==> config.mk <==
export PLATFORM = sky130hd
export DESIGN_NAME = prog_loader
export DESIGN_NICKNAME = d
export VERILOG_FILES = /design/src/rtl/prog_loader.sv
export SDC_FILE = /design/constraint.sdc
export NUM_CORES = 1
export LEC_CHECK = 0
export ABC_CLOCK_PERIOD_IN_PS = 3060
export CAP_MARGIN = 20
export CORE_MARGIN = 5
export CORE_UTILIZATION = 54
export DETAILED_ROUTE_END_ITERATION = 8
export GPL_ROUTABILITY_DRIVEN = 0
export GPL_TIMING_DRIVEN = 0
export PLACE_DENSITY = 0.8
export SYNTH_ARGS = -nofsm -noshare
export SYNTH_HDL_FRONTEND = slang
export SYNTH_SLANG_ARGS = --single-unit
==> constraint.sdc <==
create_clock -name clk -period 3.06 [get_ports clk]
set_input_delay 0.918 -clock clk [delete_from_list [all_inputs] [get_ports clk]]
set_output_delay 0.918 -clock clk [all_outputs]
set_load 0.05 [all_outputs]
==> src/rtl/prog_loader.sv <==
// Byte-stream program loader: parses framed words into program memory
// and holds the core in reset until a frame passes its checksum.
module prog_loader #(
    parameter logic [7:0] HEADER = 8'hA5,
    parameter int         DEPTH  = 64,
    localparam int        AW     = $clog2(DEPTH)
) (
    input  logic          clk,
    input  logic          nReset,
    input  logic          rx_valid,
    input  logic [7:0]    rx_data,
    output logic          rx_ready,
    output logic          pm_we,
    output logic [AW-1:0] pm_addr,
    output logic [12:0]   pm_wdata,
    output logic          cpu_nReset,
    output logic          busy,
    output logic          done,
    output logic          error,
    output logic [AW:0]   words_loaded
);

    typedef enum logic [2:0] {
        S_IDLE, S_COUNT, S_HI, S_LO, S_WRITE, S_CHECK, S_DONE, S_ERR
    } state_t;

    localparam logic [7:0] DEPTH_B = 8'(DEPTH);

    state_t      state, next_state;
    logic [AW:0] count;
    logic [4:0]  hi;
    logic [7:0]  acc;
    logic [AW:0] wl_inc;
    logic        fire;
    logic        last;

    assign fire   = rx_valid & rx_ready;
    assign wl_inc = words_loaded + 1'b1;
    assign last   = (wl_inc == count);

    // State register
    always_ff @(posedge clk) begin
        if (!nReset) state <= S_IDLE;
        else         state <= next_state;
    end

    // Next-state decode and per-state handshake/strobe outputs
    always_comb begin
        next_state = state;
        rx_ready   = 1'b1;
        pm_we      = 1'b0;
        busy       = 1'b0;
        unique case (state)
            S_IDLE, S_DONE, S_ERR: begin
                if (fire && rx_data == HEADER) next_state = S_COUNT;
            end
            S_COUNT: begin
                busy = 1'b1;
                if (fire) begin
                    if (rx_data == 8'd0 || rx_data > DEPTH_B) next_state = S_ERR;
                    else                                      next_state = S_HI;
                end
            end
            S_HI: begin
                busy = 1'b1;
                if (fire) begin
                    if (rx_data[7:5] != 3'd0) next_state = S_ERR;
                    else                      next_state = S_LO;
                end
            end
            S_LO: begin
                busy = 1'b1;
                if (fire) next_state = S_WRITE;
            end
            S_WRITE: begin
                busy       = 1'b1;
                rx_ready   = 1'b0;
                pm_we      = 1'b1;
                next_state = last ? S_CHECK : S_HI;
            end
            S_CHECK: begin
                busy = 1'b1;
                if (fire) next_state = (rx_data == acc) ? S_DONE : S_ERR;
            end
            default: next_state = S_IDLE;
        endcase
    end

    // Frame datapath: checksum, word assembly, address and status flags
    always_ff @(posedge clk) begin
        if (!nReset) begin
            cpu_nReset   <= 1'b0;
            done         <= 1'b0;
            error        <= 1'b0;
            words_loaded <= '0;
            pm_addr      <= '0;
            pm_wdata     <= '0;
            acc          <= '0;
            count        <= '0;
            hi           <= '0;
        end else begin
            if (next_state == S_ERR && state != S_ERR) error <= 1'b1;
            unique case (state)
                S_IDLE, S_DONE, S_ERR: begin
                    if (fire && rx_data == HEADER) begin
                        cpu_nReset   <= 1'b0;
                        done         <= 1'b0;
                        error        <= 1'b0;
                        words_loaded <= '0;
                        pm_addr      <= '0;
                        acc          <= '0;
                    end
                end
                S_COUNT: begin
                    if (fire) begin
                        count <= rx_data[AW:0];
                        acc   <= acc ^ rx_data;
                    end
                end
                S_HI: begin
                    if (fire) begin
                        hi  <= rx_data[4:0];
                        acc <= acc ^ rx_data;
                    end
                end
                S_LO: begin
                    if (fire) begin
                        pm_wdata <= {hi, rx_data};
                        acc      <= acc ^ rx_data;
                    end
                end
                S_WRITE: begin
                    words_loaded <= wl_inc;
                    if (!last) pm_addr <= pm_addr + 1'b1;
                end
                S_CHECK: begin
                    if (fire && rx_data == acc) begin
                        done       <= 1'b1;
                        cpu_nReset <= 1'b1;
                    end
                end
                default: ;
            endcase
        end
    end

endmodule
==> impl_metrics.json, run 1 <==
{
  "viasPerCell": 5.61,
  "grt.total_usage_pct": 22.2,
  "fin_ws_ps": 134,
  "pwr-share-comb_pct": 41.0,
  "ctsRootBufferMaster": "clkbuf_8",
  "grt_pass1_vias": 2524,
  "avgSynthCellArea_um2": 7.99,
  "drtIter0Drc": 164,
  "cts_tree": "built",
  "dp_slack_ps": -579,
  "die_y_um": 81.9,
  "final_cell_mix": "60 x nand2_1, 51 x dfxtp_1, 32 x clkdlybuf4s50_1, 31 x a21boi_0, 22 x o21ai_0",
  "p_leak_nw": 1.12,
  "start_kind": "input port",
  "io_pins": 43,
  "clk_pin_slew_worst_paths_ps": 110,
  "clkLatencyLatePin_ps": 310,
  "die_area_um2": 6700,
  "crit_arrival_ps": 3180,
  "dpl.hpwl_um": 4960,
  "syn_inst": 349,
  "route.vias.total": 2612,
  "yosysWarnings": 0,
  "max_freq_mhz": 342,
  "drv_slew": 0,
  "ir_worst_vdd_uv": 272,
  "cap_violations": 0,
  "seq_area_frac_synth_pct": 36.6,
  "hold_path_class": "reg2reg",
  "synth_edf_count": 0,
  "slew_headroom_pct": 47.9,
  "setup_viol": 0,
  "synth_top_flop_cell": "dfxtp_1",
  "cp-end-kind": "flop",
  "synthArstFlopShare_pct": 0,
  "clkSinkCount": 51,
  "cts_buffers": 5,
  "r2r_slack_ps": 520,
  "antenna_found_initial": 0,
  "synth_seq_cells": 51,
  "path_max_fanout": 10,
  "p_per_area_nw_per_um2": 605,
  "layout-drive-gt1-share_pct": 6.31,
  "switching_power_mw": 0.854,
  "overflow": 0,
  "crit_type": "in2reg",
  "h-tree-depth": 2,
  "synth_nets": 363,
  "final_common_cell": "nand2_1",
  "drtAntennaViolNets": 0,
  "finalHoldViolCount": 0,
  "grt_pass1_wl_um": 11700,
  "min_period_ps": 2930,
  "drcViolationCount": 0,
  "finalWirelength_um": 6870,
  "swShare_pct": 42.0,
  "cp.required_ps": 3310,
  "pwr-share-seq_pct": 38.3,
  "post-route-period-util_pct": 95.6,
  "wl_per_cell_um": 14.7,
  "worst_pin_slew_ps": 782,
  "antenna-diode-count": 0,
  "status": "finished, final reports clean",
  "drt_pass1_iterations": 5,
  "synth_area_um2": 2790,
  "dieWidth_um": 81.9,
  "nets": 409,
  "total_power_mw": 2.03,
  "core_area_um2": 5070,
  "grt_max_degree": 19,
  "area_growth_pct": 20.3,
  "intPower_mw": 1.18,
  "finalClockSkew_ps": 7.80,
  "num_rows": 26,
  "ys_types": 53,
  "fillers": 476,
  "rsz0062_at_grt": "false",
  "io_buffer_count": 38,
  "clockBufferDepth": 2,
  "cts_hold_buf": 0,
  "final_util_pct": 66.1,
  "power_frac_clock_pct": 20.7,
  "initial_utilization_pct": 55.0
}
state kept, by name, summed over array words and instances (netlist names):
name	cells
done	1
state	3
acc	8
pm_addr	6
hi	5
pm_wdata	13
count	7
error	1
words_loaded	7
metal layers:
metal | GRT usage [%] | part of all wire [%] | vias to the layer above
li1 | - | - | 1315
met1 | 27.6 | 46 | 1209
met2 | 38.5 | 48 | 80
met3 | 5.26 | 5.4 | 8
met4 | 5.48 | 1.0 | 0
met5 | 0 | 0 | -
layout make-up:
cell class | count | area (um^2) | share of cell area [%]
clock buffers | 5 | 68.8 | 2.05
well taps | 70 | 87.6 | 2.61
multi-input cells | 269 | 1650 | 49.2
repair buffers | 39 | 373 | 11.1
inverters | 7 | 26.3 | 0.783
flip-flops and latches | 51 | 1020 | 30.4
plain buffers | 22 | 100 | 2.98
clock inverters | 3 | 28.8 | 0.857
power groups by stage:
| stage | clock network (mW) | registers [mW] | logic [mW] |
|---|---|---|---|
| 4_1_cts | 0.433 | 0.779 | 0.819 |
| 5_1_grt | 0.461 | 0.787 | 0.903 |
| 3_5_place_dp | 0 | 0.794 | 0.823 |
| 2_1_floorplan | 0 | 0.835 | 0.560 |
| 3_3_place_gp | 0 | 0.790 | 0.815 |
| 6_report | 0.422 | 0.778 | 0.833 |
synth_stat cells (5+ instances only):
| master | number | area (um^2) |
|---|---|---|
| a21boi_0 | 31 | 233 |
| a21oi_1 | 14 | 70.1 |
| and2_1 | 6 | 37.5 |
| buf_2 | 5 | 25.0 |
| clkbuf_1 | 14 | 52.6 |
| dfxtp_1 | 51 | 1020 |
| inv_1 | 6 | 22.5 |
| mux2i_1 | 6 | 60.1 |
| nand2_1 | 60 | 225 |
| nand2b_1 | 5 | 31.3 |
| nand3_1 | 6 | 30.0 |
| nand3b_1 | 6 | 45.0 |
| nor2_1 | 19 | 71.3 |
| nor2b_1 | 17 | 106 |
| nor3_1 | 9 | 45.0 |
| o21ai_0 | 22 | 110 |
| or3_1 | 10 | 62.6 |
| xnor2_1 | 5 | 43.8 |
| xor2_1 | 8 | 70.1 |
metrics by stage:
stage	std cells	setup TNS [ps]	instance area (um^2)	hold slack [ps]
finish	466	0	3360	475
global route	466	0	3360	503
CTS	466	0	3360	474
detailed placement	457	-5830	3260	459
global placement	457	-4540	3260	452
floorplan	349	0	2790	440
kinds of logic after synthesis:
logic type / synth area share (%)
compound gates: 23.1
xor+xnor: 4.08
fa+ha+maj: 1.35
buf+inv: 4.53
flops: 36.6
mux: 2.15
simple gates: 28.2
path summary, 6_finish.rpt:
path | start | end | cells past startpoint
setup reg to reg | words_loaded[0] | pm_addr[4] | 8
hold / removal | pm_wdata[11] | pm_wdata[11] | 2
setup / recovery | rx_valid | pm_addr[4] | 7
hold reg to reg | pm_wdata[11] | pm_wdata[11] | 2
worst max-delay path, stage by stage:
cell,delay [ps]
clkdlybuf4s50_1,520
or4b_4,490
o31a_1,290
o32ai_4,280
o31ai_4,170
or3_1,370
a21oi_1,140
timing repair:
action / CTS / global route
setup buffers: 1 / 0
hold endpoints to repair: 0 / 0
gates resized for setup: 5 / 9
endpoints found under the setup margin: 7 / 9
pin swaps: 1 / 2
(Power assumes the default switching activity.)
==> run 2, diff against run 1 <==
Settings changed: TNS_END_PERCENT set to 30.
==> run 2 against run 1 <==
Net effect:
- fmax down 2.5%
- wire length fell by 0.33%
- register-to-register slack is essentially flat
- first-iteration DRC count shrank 23%
- clock skew decreased by 0.65 ps
- setup slack got worse by 76 ps
- die area unchanged
- sequential share of layout area up 0.11 points
- utilization down 0.25 points
- power fell by 0.50%
- non-clock buffer count fell by 1
- cell area is 0.37% lower
==> impl_metrics.json, run 2 (same netlist as run 1, synthesis figures left out) <==
{
  "max_freq_mhz": 333,
  "route.vias.total": 2611,
  "fillers": 479,
  "slew_headroom_pct": 49.2,
  "ctsRootBufferMaster": "clkbuf_8",
  "worst_pin_slew_ps": 761,
  "hold_slack_ps": 476,
  "cap_violations": 0,
  "ir_worst_vdd_uv": 272,
  "cts_hold_buf": 0,
  "grt.total_usage_pct": 22.2,
  "cp-end-kind": "flop",
  "final_util_pct": 65.9,
  "antenna-diode-count": 0,
  "path_cells": "dlygate4sd2_1 > or4b_4 > o31a_1 > o32ai_4 > o31ai_4 > or3_1 > a21oi_1",
  "crit_arrival_ps": 3260,
  "overflow": 0,
  "grt_max_degree": 19,
  "crit_type": "in2reg",
  "drv_slew": 0,
  "r2r_slack_ps": 520,
  "final_cell_mix": "60 x nand2_1, 51 x dfxtp_1, 31 x a21boi_0, 31 x clkdlybuf4s50_1, 22 x o21ai_0",
  "io_buffer_count": 38,
  "io_pins": 43,
  "initial_utilization_pct": 55.0,
  "cp_num_cells": 7,
  "finalHoldViolCount": 0,
  "tns_ps": 0,
  "viasPerCell": 5.62,
  "reg2reg_from": "words_loaded[0]",
  "place_area_um2": 3260,
  "drtAntennaViolNets": 0,
  "num_rows": 26,
  "finalClockSkew_ps": 7.15,
  "wl_per_cell_um": 14.7,
  "die_area_um2": 6700,
  "largest_reg_flops": 13,
  "cts_buffers": 5,
  "layout-drive-gt1-share_pct": 6.08,
  "setup_viol": 0,
  "crit_end": "pm_addr[4]",
  "clk_pin_slew_worst_paths_ps": 110,
  "slowest_delay_ps": 540,
  "p_leak_nw": 1.11,
  "die_y_um": 81.9,
  "p_per_area_nw_per_um2": 605,
  "fin_ws_ps": 57.4,
  "crit_family": "compound AO/OA/AOI/OAI gates",
  "dieWidth_um": 81.9,
  "core_area_um2": 5070,
  "clkLatencyLatePin_ps": 320,
  "dpl.hpwl_um": 4960,
  "worst-path-buf-inv": 1,
  "worstSetupStartpoint": "rx_data[3]",
  "nets": 408,
  "reg2reg_depth": 8,
  "start_kind": "input port",
  "h-tree-depth": 2,
  "min_period_ps": 3000,
  "grt_pass1_wl_um": 11700,
  "drcViolationCount": 0,
  "drt_pass1_iterations": 4,
  "finalWirelength_um": 6850,
  "cts_resized": 8,
  "postLayoutCellArea_um2": 3340,
  "drtIter0Drc": 126,
  "post-route-period-util_pct": 98.1,
  "grt_pass1_vias": 2525,
  "dp_slack_ps": -579,
  "clkSinkCount": 51,
  "clockBufferDepth": 2,
  "area_growth_pct": 19.9,
  "rsz0062_at_grt": "true",
  "top_register": "pm_wdata",
  "status": "finished, final reports clean",
  "antenna_found_initial": 0,
  "path_max_fanout": 10,
  "slowest_stage": "or4b_4",
  "hold_path_class": "reg2reg",
  "cts_setup_buffers": 0,
  "r2r_end": "pm_addr[4]",
  "cts_tree": "built",
  "final_common_cell": "nand2_1",
  "top_regs": "pm_wdata x13, acc x8",
  "cp.required_ps": 3310
}
-- run 2: cell types whose count changed in the layout (fill, tap and decap cells not counted), sizes merged --
cell	delta
buf	-1
clkdlybuf4s50	-1
dlygate4sd2	+2
dlymetal6s2s	-1
-- run 2: power by group --
group	switching, mW	internal, mW
clock	0.250	0.170
combinational	0.539	0.285
sequential	0.0601	0.718
-- run 2: final cells by class --
cell class / count / area (um^2) / share of cell area (%)
buffer: 22 / 100 / 2.99
clock buffer: 5 / 68.8 / 2.06
clock inverter: 3 / 28.8 / 0.860
inverter: 7 / 26.3 / 0.786
multi-input combinational: 269 / 1650 / 49.4
sequential: 51 / 1020 / 30.5
tap: 70 / 87.6 / 2.62
timing repair buffer: 38 / 360 / 10.8
-- run 2: layer usage --
layer,vias to the layer above,GRT usage (%),share of wire (%)
met1,1200,27.4,44
li1,1311,-,-
met4,0,5.48,1.0
met3,8,5.26,6.0
met2,92,38.7,48
met5,-,0,0
-- run 2: worst min-delay path: stages (launching register included) --
cell and delay [ps]:
dfxtp_1 330, nand2_1 50, a21boi_0 60
-- run 2: how the worst min path moves through the flow --
stage	start	endpoint	slack [ps]	cells after the start
5_1_grt	pm_wdata[9]	pm_wdata[9]	500	2
6_report	pm_wdata[7]	pm_wdata[7]	480	2
3_3_place_gp	hi[4]	pm_wdata[12]	450	2
2_1_floorplan	hi[4]	pm_wdata[12]	440	2
4_1_cts	pm_wdata[11]	pm_wdata[11]	470	2
3_5_place_dp	pm_wdata[11]	pm_wdata[11]	460	2
-- run 2: through the flow --
step | total power [mW] | instances
2_1_floorplan | 1.40 | 349
3_3_place_gp | 1.61 | 457
3_5_place_dp | 1.62 | 457
4_1_cts | 2.03 | 465
5_1_grt | 2.14 | 465
6_report | 2.02 | 465
